<file path="config.mk">
export PLATFORM = sky130hd
export DESIGN_NAME = imem_loadable_flat
export DESIGN_NICKNAME = d
export VERILOG_FILES = /design/src/rtl/rv_pkg.sv /design/src/rtl/imem_loadable_if.sv /design/src/rtl/imem_load_ctrl.sv /design/src/rtl/imem_loadable.sv /design/src/flat_wrapper.sv
export SDC_FILE = /design/constraint.sdc
export NUM_CORES = 1
export LEC_CHECK = 0
export ABC_CLOCK_PERIOD_IN_PS = 5100
export CAP_MARGIN = 40
export CORE_MARGIN = 1
export CORE_UTILIZATION = 48
export CTS_CLUSTER_DIAMETER = 80
export DETAILED_ROUTE_END_ITERATION = 7
export MAX_ROUTING_LAYER = met4
export PLACE_DENSITY = 0.66
export RECOVER_POWER = 50
export SETUP_SLACK_MARGIN = 0.02
export SLEW_MARGIN = 20
export SYNTH_ARGS = -nofsm -noshare
export SYNTH_HDL_FRONTEND = slang
export SYNTH_SLANG_ARGS = --single-unit
</file>
<file path="constraint.sdc">
create_clock -name clk -period 5.1 [get_ports clk]
set_input_delay 1.02 -clock clk [delete_from_list [all_inputs] [get_ports clk]]
set_output_delay 1.02 -clock clk [all_outputs]
set_load 0.05 [all_outputs]
</file>
<file path="src/rtl/rv_pkg.sv">
`default_nettype none
// +----------------------------------------------------------------------------+
// | rv_pkg : shared RV32I constants, opcodes and the instruction-memory load  |
// | FSM state type.                       Rev 1.0 - initial release             |
// +----------------------------------------------------------------------------+
package rv_pkg;

  localparam logic [31:0] NOP       = 32'h00000013;

  localparam logic [6:0]  OP_LUI    = 7'b0110111;
  localparam logic [6:0]  OP_AUIPC  = 7'b0010111;
  localparam logic [6:0]  OP_JAL    = 7'b1101111;
  localparam logic [6:0]  OP_JALR   = 7'b1100111;
  localparam logic [6:0]  OP_BRANCH = 7'b1100011;
  localparam logic [6:0]  OP_LOAD   = 7'b0000011;
  localparam logic [6:0]  OP_STORE  = 7'b0100011;
  localparam logic [6:0]  OP_OPIMM  = 7'b0010011;
  localparam logic [6:0]  OP_OP     = 7'b0110011;

  typedef enum logic [1:0] {
    LD_IDLE = 2'd0,
    LD_LOAD = 2'd1,
    LD_DONE = 2'd2
  } load_state_e;

  // Bit 0 of a J-type offset is implicitly zero and is not encoded.
  function automatic logic [31:0] enc_jal(input logic [4:0] rd,
                                          input logic signed [20:0] off);
    return {off[20], off[10:1], off[11], off[19:12], rd, OP_JAL};
  endfunction

endpackage
`default_nettype wire

</file>
<file path="src/rtl/imem_loadable_if.sv">
`default_nettype none
// +----------------------------------------------------------------------------+
// | imem_loadable_if : host load / readback bus of the loadable instruction    |
// | memory.                               Rev 1.0 - initial release             |
// +----------------------------------------------------------------------------+
interface imem_loadable_if #(
  parameter int DEPTH = 16
);
  localparam int AW = $clog2(DEPTH);

  logic          host_start;
  logic [AW-1:0] host_base;
  logic [AW:0]   host_len;
  logic          host_wvalid;
  logic [31:0]   host_wdata;
  logic          host_wready;
  logic [AW-1:0] host_rd_addr;
  logic [31:0]   host_rd_data;
  logic          load_busy;
  logic          load_done;
  logic [AW:0]   load_count;

  modport master (
    output host_start, host_base, host_len, host_wvalid, host_wdata, host_rd_addr,
    input  host_wready, host_rd_data, load_busy, load_done, load_count
  );

  modport slave (
    input  host_start, host_base, host_len, host_wvalid, host_wdata, host_rd_addr,
    output host_wready, host_rd_data, load_busy, load_done, load_count
  );
endinterface
`default_nettype wire

</file>
<file path="src/rtl/imem_load_ctrl.sv">
`default_nettype none
// +----------------------------------------------------------------------------+
// | imem_load_ctrl : burst-load FSM with wrapping write pointer and beat count |
// |                                       Rev 1.0 - initial release             |
// +----------------------------------------------------------------------------+
module imem_load_ctrl
  import rv_pkg::*;
#(
  parameter int  DEPTH = 16,
  localparam int AW    = $clog2(DEPTH)
) (
  input  logic          clk,
  input  logic          rst_n,
  input  logic          start,
  input  logic [AW-1:0] base,
  input  logic [AW:0]   len,
  input  logic          wvalid,
  output logic          wready,
  output logic          busy,
  output logic          done,
  output logic [AW:0]   count,
  output logic          idle,
  output logic          wr_en,
  output logic [AW-1:0] wr_idx
);

  load_state_e   state_q, state_d;
  logic [AW-1:0] ptr_q, ptr_d;
  logic [AW:0]   count_q, count_d;
  logic [AW:0]   len_q, len_d;
  logic          busy_q, done_q, idle_q;

  always_comb begin
    state_d = state_q;
    ptr_d   = ptr_q;
    count_d = count_q;
    len_d   = len_q;
    unique case (state_q)
      LD_IDLE: begin
        if (start) begin
          count_d = '0;
          len_d   = len;
          ptr_d   = ({1'b0, base} >= (AW+1)'(DEPTH)) ? '0 : base;
          state_d = (len == '0) ? LD_DONE : LD_LOAD;
        end
      end
      LD_LOAD: begin
        if (wvalid) begin
          count_d = count_q + 1'b1;
          ptr_d   = (ptr_q == AW'(DEPTH - 1)) ? '0 : ptr_q + 1'b1;
          if (count_d == len_q) state_d = LD_DONE;
        end
      end
      LD_DONE: state_d = LD_IDLE;
      default: state_d = LD_IDLE;
    endcase
  end

  // Status outputs are registered from the next state so they line up with state_q.
  always_ff @(posedge clk or negedge rst_n) begin
    if (!rst_n) begin
      state_q <= LD_IDLE;
      ptr_q   <= '0;
      count_q <= '0;
      len_q   <= '0;
      busy_q  <= 1'b0;
      done_q  <= 1'b0;
      idle_q  <= 1'b1;
    end else begin
      state_q <= state_d;
      ptr_q   <= ptr_d;
      count_q <= count_d;
      len_q   <= len_d;
      busy_q  <= (state_d == LD_LOAD);
      done_q  <= (state_d == LD_DONE);
      idle_q  <= (state_d == LD_IDLE);
    end
  end

  assign wready = busy_q;
  assign busy   = busy_q;
  assign done   = done_q;
  assign idle   = idle_q;
  assign count  = count_q;
  assign wr_en  = busy_q & wvalid;
  assign wr_idx = ptr_q;

endmodule
`default_nettype wire

</file>
<file path="src/rtl/imem_loadable.sv">
`default_nettype none
// +----------------------------------------------------------------------------+
// | imem_loadable : host-loadable instruction memory with combinational fetch  |
// | and fault flagging.                   Rev 1.0 - initial release             |
// +----------------------------------------------------------------------------+
module imem_loadable
  import rv_pkg::*;
#(
  parameter int          DEPTH    = 16,
  parameter logic [31:0] NOP_WORD = NOP
) (
  input  logic            clk,
  input  logic            rst_n,
  input  logic [31:0]     pc,
  output logic [31:0]     instr,
  output logic            fetch_valid,
  output logic            fetch_fault,
  imem_loadable_if.slave  host
);

  localparam int AW = $clog2(DEPTH);
  // Last word jumps back to word 0 so an unloaded memory spins on NOPs.
  localparam logic [31:0] JAL_LAST = enc_jal(5'd0, 21'(-(4 * (DEPTH - 1))));

  logic [31:0]   mem_q [DEPTH];
  logic [31:0]   mem_d [DEPTH];
  logic          wr_en;
  logic [AW-1:0] wr_idx;
  logic          idle;
  logic [AW-1:0] fetch_idx;

  imem_load_ctrl #(.DEPTH(DEPTH)) u_ctrl (
    .clk    (clk),
    .rst_n  (rst_n),
    .start  (host.host_start),
    .base   (host.host_base),
    .len    (host.host_len),
    .wvalid (host.host_wvalid),
    .wready (host.host_wready),
    .busy   (host.load_busy),
    .done   (host.load_done),
    .count  (host.load_count),
    .idle   (idle),
    .wr_en  (wr_en),
    .wr_idx (wr_idx)
  );

  always_comb begin
    mem_d = mem_q;
    if (wr_en) mem_d[wr_idx] = host.host_wdata;
  end

  always_ff @(posedge clk or negedge rst_n) begin
    if (!rst_n) begin
      for (int i = 0; i < DEPTH; i++) begin
        mem_q[i] <= (i == DEPTH - 1) ? JAL_LAST : NOP_WORD;
      end
    end else begin
      mem_q <= mem_d;
    end
  end

  assign fetch_idx   = pc[AW+1:2];
  assign fetch_fault = (pc[1:0] != 2'b00) || (pc[31:2] >= 30'(DEPTH));
  assign instr       = fetch_fault ? NOP_WORD : mem_q[fetch_idx];
  assign fetch_valid = idle;

  assign host.host_rd_data = ({1'b0, host.host_rd_addr} >= (AW+1)'(DEPTH))
                             ? 32'h0 : mem_q[host.host_rd_addr];

endmodule
`default_nettype wire

</file>
<file path="src/flat_wrapper.sv">
// flat-port wrapper written by rule: the top's interface ports become plain ports
module imem_loadable_flat import rv_pkg::*;
#(
  parameter int          DEPTH    = 16,
  parameter logic [31:0] NOP_WORD = NOP
)
  (clk, rst_n, pc, instr, fetch_valid, fetch_fault, host_host_start, host_host_base, host_host_len, host_host_wvalid, host_host_wdata, host_host_rd_addr, host_host_wready, host_host_rd_data, host_load_busy, host_load_done, host_load_count);
  imem_loadable_if #(.DEPTH(DEPTH)) host_i ();
  input  logic clk;
  input  logic rst_n;
  input  logic [31:0] pc;
  output logic [31:0] instr;
  output logic fetch_valid;
  output logic fetch_fault;
  input wire logic [$bits(host_i.host_start)-1:0] host_host_start;
  input wire logic [$bits(host_i.host_base)-1:0] host_host_base;
  input wire logic [$bits(host_i.host_len)-1:0] host_host_len;
  input wire logic [$bits(host_i.host_wvalid)-1:0] host_host_wvalid;
  input wire logic [$bits(host_i.host_wdata)-1:0] host_host_wdata;
  input wire logic [$bits(host_i.host_rd_addr)-1:0] host_host_rd_addr;
  output wire logic [$bits(host_i.host_wready)-1:0] host_host_wready;
  output wire logic [$bits(host_i.host_rd_data)-1:0] host_host_rd_data;
  output wire logic [$bits(host_i.load_busy)-1:0] host_load_busy;
  output wire logic [$bits(host_i.load_done)-1:0] host_load_done;
  output wire logic [$bits(host_i.load_count)-1:0] host_load_count;
  assign host_i.host_start = host_host_start;
  assign host_i.host_base = host_host_base;
  assign host_i.host_len = host_host_len;
  assign host_i.host_wvalid = host_host_wvalid;
  assign host_i.host_wdata = host_host_wdata;
  assign host_i.host_rd_addr = host_host_rd_addr;
  assign host_host_wready = host_i.host_wready;
  assign host_host_rd_data = host_i.host_rd_data;
  assign host_load_busy = host_i.load_busy;
  assign host_load_done = host_i.load_done;
  assign host_load_count = host_i.load_count;
  imem_loadable #(.DEPTH(DEPTH), .NOP_WORD(NOP_WORD)) u_core (.clk(clk), .rst_n(rst_n), .pc(pc), .instr(instr), .fetch_valid(fetch_valid), .fetch_fault(fetch_fault), .host(host_i));
endmodule
</file>
==> results of run 1 <==
## report_power, final
part,total (mW),switching [mW],internal (mW)
Sequential,7.83,1.49,6.34
Clock,4.32,1.73,2.59
Combinational,6.14,2.41,3.73
## kinds of logic after synthesis
| kind of cell | share of synthesized area, % |
|---|---|
| mux | 45.58 |
| flops | 47.10 |
| buf+inv | 3.565 |
| compound gates | 1.979 |
| simple gates | 1.340 |
| xor+xnor | 0.2159 |
| fa+ha+maj | 0.2203 |
## flip-flops by register name, indices dropped and copies added (netlist names)
signal and flops:
u_core.u_ctrl.wr_idx 4, u_core.mem_q 512, u_core.u_ctrl.busy 1, u_core.u_ctrl.count 5, u_core.u_ctrl.idle 1, u_core.u_ctrl.len_q 5
u_core.u_ctrl.done 1, u_core.u_ctrl.state_q 2
## metrics by stage
stage                     hold slack [ps]  setup slack (ps)  util (%)
after floorplan                     467.2             763.5         -
after global placement              490.7             632.1     53.19
after detailed placement            499.7             619.8     53.27
final                               507.2             634.4     56.56
after CTS                           493.5             620.3     56.64
after global routing                529.1             449.6     56.56
## Yosys cell counts, types with 2 or more instances
library cell  instances
a211oi_1             30
a21oi_1               4
a22o_1                2
and3_1                2
buf_2                74
buf_4                 3
buf_6                16
clkbuf_1             59
clkbuf_8             15
dfrtp_1             463
dfstp_2              68
ha_1                  5
inv_1                 3
mux2_1               21
mux2_2              496
mux2i_1              33
mux4_1               80
mux4_2              206
mux4_4                2
nand2_1              22
nand2b_1              6
nand3_1              10
nor2_1               16
nor2b_1               3
nor3_1                2
nor3b_1               2
nor4_1                7
o21ai_0              12
o22ai_1              31
o311ai_0              2
xnor2_1               4
xor2_1                3
## layer usage
metal,part of all wire [%],wire length [um],up-vias,GRT usage (%)
met1,43,32940,9433,36.15
met3,5.6,4236,137,4.778
met2,49,37180,536,42.17
li1,-,-,7073,-
met5,0,0,-,-
met4,2.4,1866,0,7.353
## worst paths after layout
kind                                    startpoint                    end  slack [ps]
max in group asynchronous                    rst_n      u_core.mem_q[348]        1080
setup / recovery              host_host_rd_addr[0]  host_host_rd_data[26]         630
min in group asynchronous                    rst_n      u_core.mem_q[285]        1300
hold reg to reg                  u_core.mem_q[474]      u_core.mem_q[474]         510
hold / removal                   u_core.mem_q[474]      u_core.mem_q[474]         510
setup reg to reg           u_core.u_ctrl.wr_idx[3]      u_core.mem_q[284]        2110
## cell type report
type / instances / area (um^2) / area share [%]
Antenna cell: 4 / 10.01 / 0.03050
Clock buffer: 87 / 1650 / 5.029
Clock inverter: 19 / 306.5 / 0.9341
Inverter: 3 / 11.26 / 0.03431
Multi-Input combinational cell: 1010 / 14070 / 42.87
Sequential cell: 531 / 13370 / 40.75
Tap cell: 765 / 957.2 / 2.917
Timing Repair Buffer: 222 / 2439 / 7.431
## worst reg2reg max path, delay by kind of cell, from the launching register on
family	cells	cell delay, ps
AND/OR/NAND/NOR	3	710
multiplexers	1	470
flip-flops	1	530
buffers and inverters	1	1150
==> results.tsv, run 1 <==
metric	value	unit
Worst EP required	4080	ps
Hold Path Class	reg -> reg	
Final setup viols	0	
crit-path leading delay family	buffers and inverters	
number of synthesized flops with an enable pin	0	
vias in the first global route	18210	
Worst setup SP type	primary input	
Clock Tree Buf Depth	3	
Inst Count DP	2530	
post-route setup TNS	0	ps
endpoints failing hold	0	
predominant post-synthesis flop cell	dfrtp_1	
Final HPWL DP	45520	um
most frequent cells in the layout	mux2_2, dfrtp_1, mux4_2, clkdlybuf4s50_1, mux4_1	
First DRT Iteration DRCs	1200	
commonest non-fill, non-tap cell in the layout	mux2_2	
Worst Path Max Fanout	25	
failing checks	max-capacitance violations, max-slew violations	
die area	60130	um^2
crit path time final	4466	ps
largest net degree at the start of global routing	103	
WP buf/inv	3	
Syn-to-layout area delta	15.57	%
RSZ-0062 raised after global routing	no	
Crit Path Class	in -> out	
share of cells above drive strength 1	53.04	%
Pre-antenna DRT Iters	5	
R2R depth	5	
Syn Inst Count	1711	
CTS Buf Count	57	
WP data arrival	3450	ps
measured slew at the worst slew-check pin	2831	ps
Die W	245.2	um
Reg clk slew, reported paths	50	ps
DRC errors left	0	
Nets	1911	
IR drop worst, VDD	0.3423	mV
global placer's final weighted congestion	0.8232	
Cell Rows	88	
Post-CTS Setup Bufs	0	
critical path's slowest cell	clkdlybuf4s50_1	
Initial Util	48.93	%
Post-Syn Nets	1797	
top cell type's share of synthesized area	40.80	%
Final Cell Area	32820	um^2
largest stage delay on the critical path	720	ps
status	finished, violations left	
leading area contributor after synthesis	dfrtp_1	
Via density	6.505	
CP Cell Sequence	buf_6, buf_12, mux4_1, mux4_2, clkdlybuf4s50_1	
max-slew violation count	146	
Worst Skew	17.30	ps
Avg Cell Area, Syn	16.60	um^2
fin crit share	87.56	%
Resize count post-CTS	0	
sequential share of the synthesized area	47.10	%
initial antenna violation count	4	
CTS Sinks	531	
Yosys cell types	41	
static leakage	13.98	nW
ranking of synthesized cells by area	dfrtp_1, mux2_2, mux4_2	
clk root buf	clkbuf_16	
die span in y	245.2	um
CTS tree	built	
htree depth	2	
Non-Filler Instances	2641	
Seq cells post-synth	531	
final-layout fill cell count	4492	
maxcap violations	3	
CP Depth	5	
DRT antenna net count	0	
CTS Hold Bufs	0	
Pwr Total	18.29	mW
vias	17180	
power per cell area	557.3	nW/um^2
Total Wirelength	76220	um
I/O pin count	155	
max frequency	0.2239	GHz
standard cell area after detailed placement	30910	um^2
wire length of the first global-routing pass	116600	um
grt total ovfl	0	
Syn. warnings	0	
Core Area	58030	um^2
Hold Crit Depth	1	
post-synthesis cell area	28390	um^2
GRT Total Usage	26.87	%
Async SR Flop Fraction	100.0	%
input/output buffers	154	
DR WL/cell	28.86	um
Worst slew margin	-88.76	%
clk_lat worst skew	630	ps
crit path capture type	output pin	
Note: power is estimated with default switching activity, not from simulation.
==> run 2: changes to the inputs <==
--- a/config.mk
+++ b/config.mk
@@ -7,11 +7,10 @@
 export LEC_CHECK = 0
 export ABC_CLOCK_PERIOD_IN_PS = 5100
 export CAP_MARGIN = 40
-export CORE_MARGIN = 1
+export CORE_MARGIN = 2
 export CORE_UTILIZATION = 48
 export CTS_CLUSTER_DIAMETER = 80
 export DETAILED_ROUTE_END_ITERATION = 7
-export MAX_ROUTING_LAYER = met4
 export PLACE_DENSITY = 0.66
 export RECOVER_POWER = 50
 export SETUP_SLACK_MARGIN = 0.02
==> results.tsv, run 2 (same netlist as run 1, synthesis figures left out) <==
metric	value	unit
Pre-antenna DRT Iters	7	
CTS Hold Bufs	0	
vias	17200	
Net Sw Power	5.633	mW
Top Usage Layer GRT	met2	
WP data arrival	3430	ps
Largest Register	u_core.mem_q	
Critical Path Source	host_host_rd_addr[0]	
CP Depth	5	
Layout Utilization	55.68	%
R2R depth	5	
DRC errors left	0	
Core Area	58800	um^2
I/O pin count	155	
Via density	6.520	
die area	61120	um^2
Final Cell Area	32740	um^2
endpoints failing hold	0	
Post-CTS Setup Bufs	0	
CP Cell Sequence	buf_6, buf_12, mux4_1, mux4_2, clkdlybuf4s50_1	
htree depth	2	
Final HPWL DP	45340	um
met2 Usage GRT	41.00	%
CTS Sinks	531	
setup slack, reg-to-reg	2350	ps
vias in the first global route	18070	
max reg flops	512	
post-route setup TNS	0	ps
Resize count post-CTS	0	
crit path time final	4451	ps
Crit Reg-Reg Startpoint	u_core.u_ctrl.wr_idx[2]	
wire length of the first global-routing pass	116400	um
Syn-to-layout area delta	15.29	%
Hold Path Class	reg -> reg	
clk_lat worst skew	620	ps
Sw Share	30.76	%
largest stage delay on the critical path	750	ps
status	finished, violations left	
DRT antenna net count	0	
Non-Filler Instances	2638	
First DRT Iteration DRCs	1173	
max-slew violation count	248	
Initial Util	48.29	%
failing checks	max-capacitance violations, max-slew violations	
combinational power share	33.8	%
M1 GR Usage	35.48	%
grt total ovfl	0	
worst hold margin	516.6	ps
DR WL/cell	28.85	um
WP buf/inv	3	
most frequent cells in the layout	mux2_2, dfrtp_1, mux4_2, clkdlybuf4s50_1, mux4_1	
clock power share	23.6	%
Nets	1901	
IR drop worst, VDD	0.3655	mV
Total Wirelength	76100	um
Die W	247.2	um
Flop pwr share	42.7	%
GRT Total Usage	25.59	%
clk root buf	clkbuf_16	
Cell Rows	89	
power per cell area	559.4	nW/um^2
commonest non-fill, non-tap cell in the layout	mux2_2	
maxcap violations	4	
max frequency	0.2247	GHz
Worst setup SP type	primary input	
crit path capture type	output pin	
crit-path leading delay family	buffers and inverters	
fin crit share	87.28	%
CTS Buf Count	57	
RSZ-0062 raised after global routing	no	
Reg clk slew, reported paths	60	ps
Worst Path Max Fanout	27	
Worst Skew	22.85	ps
input/output buffers	154	
share of cells above drive strength 1	52.95	%
Final setup viols	0	
Clock Tree Buf Depth	3	
met3 usage	5.144	%
CTS tree	built	
largest net degree at the start of global routing	110	
initial antenna violation count	3	
die span in y	247.2	um
Worst slew margin	-57.49	%
P_int	12.68	mW
Crit Path Class	in -> out	
standard cell area after detailed placement	30830	um^2
static leakage	13.93	nW
Inst Count DP	2529	
Worst EP required	4080	ps
worst setup path endpoint	host_host_rd_data[14]	
FF-to-FF End	u_core.mem_q[25]	
global placer's final weighted congestion	0.8157	
measured slew at the worst slew-check pin	2362	ps
critical path's slowest cell	clkdlybuf4s50_1	
[run 2: cell types whose count changed in the layout (fill, tap and decap cells not counted), moves of 2 or more]
cell      before  now
buf_12        44   42
diode_2        4    1
clkinv_2       7   11
buf_4         67   61
clkbuf_2       4    1
clkbuf_4       0    3
clkbuf_1      25   23
clkinv_4       2    0
[run 2: routing by layer]
layer	vias to the layer above	share of wire [%]	wire length [um]
met3	135	5.9	4505
met2	606	49	36960
li1	7015	-	-
met1	9439	43	32510
met5	-	0.028	21
met4	4	2.8	2110
[run 2: layout make-up]
cell class / count / area, um^2
Multi-Input combinational cell: 1010 / 14060
Timing Repair Buffer: 212 / 2354
Fill cell: 4568 / 26060
Antenna cell: 1 / 2.502
Sequential cell: 531 / 13370
Tap cell: 773 / 967.2
Clock inverter: 19 / 274.0
Inverter: 3 / 11.26
Clock buffer: 89 / 1689
[run 2: worst min-delay path by stage]
stage                                 start           endpoint  cells past startpoint
after floorplan           u_core.mem_q[457]  u_core.mem_q[457]                      1
after global placement    u_core.mem_q[454]  u_core.mem_q[454]                      1
after detailed placement  u_core.mem_q[463]  u_core.mem_q[463]                      1
after CTS                             rst_n  u_core.mem_q[317]                      1
after global routing      u_core.mem_q[457]  u_core.mem_q[457]                      1
final                     u_core.mem_q[457]  u_core.mem_q[457]                      1
[run 2: power groups by stage]
stage	Sequential [mW]	Clock (mW)	Combinational (mW)
after global routing	8.06	4.59	6.57
after floorplan	7.30	0	4.88
after CTS	7.75	4.40	6.24
after global placement	7.66	0	6.04
after detailed placement	7.81	0	6.21
final	7.81	4.32	6.19
[run 2: through the flow]
stage               total power [mW]  setup WS [ps]
finish                         18.31          648.8
global route                   19.22          525.4
CTS                            18.38          637.2
detailed placement             14.01          645.8
global placement               13.70          669.4
floorplan                      12.17          763.5
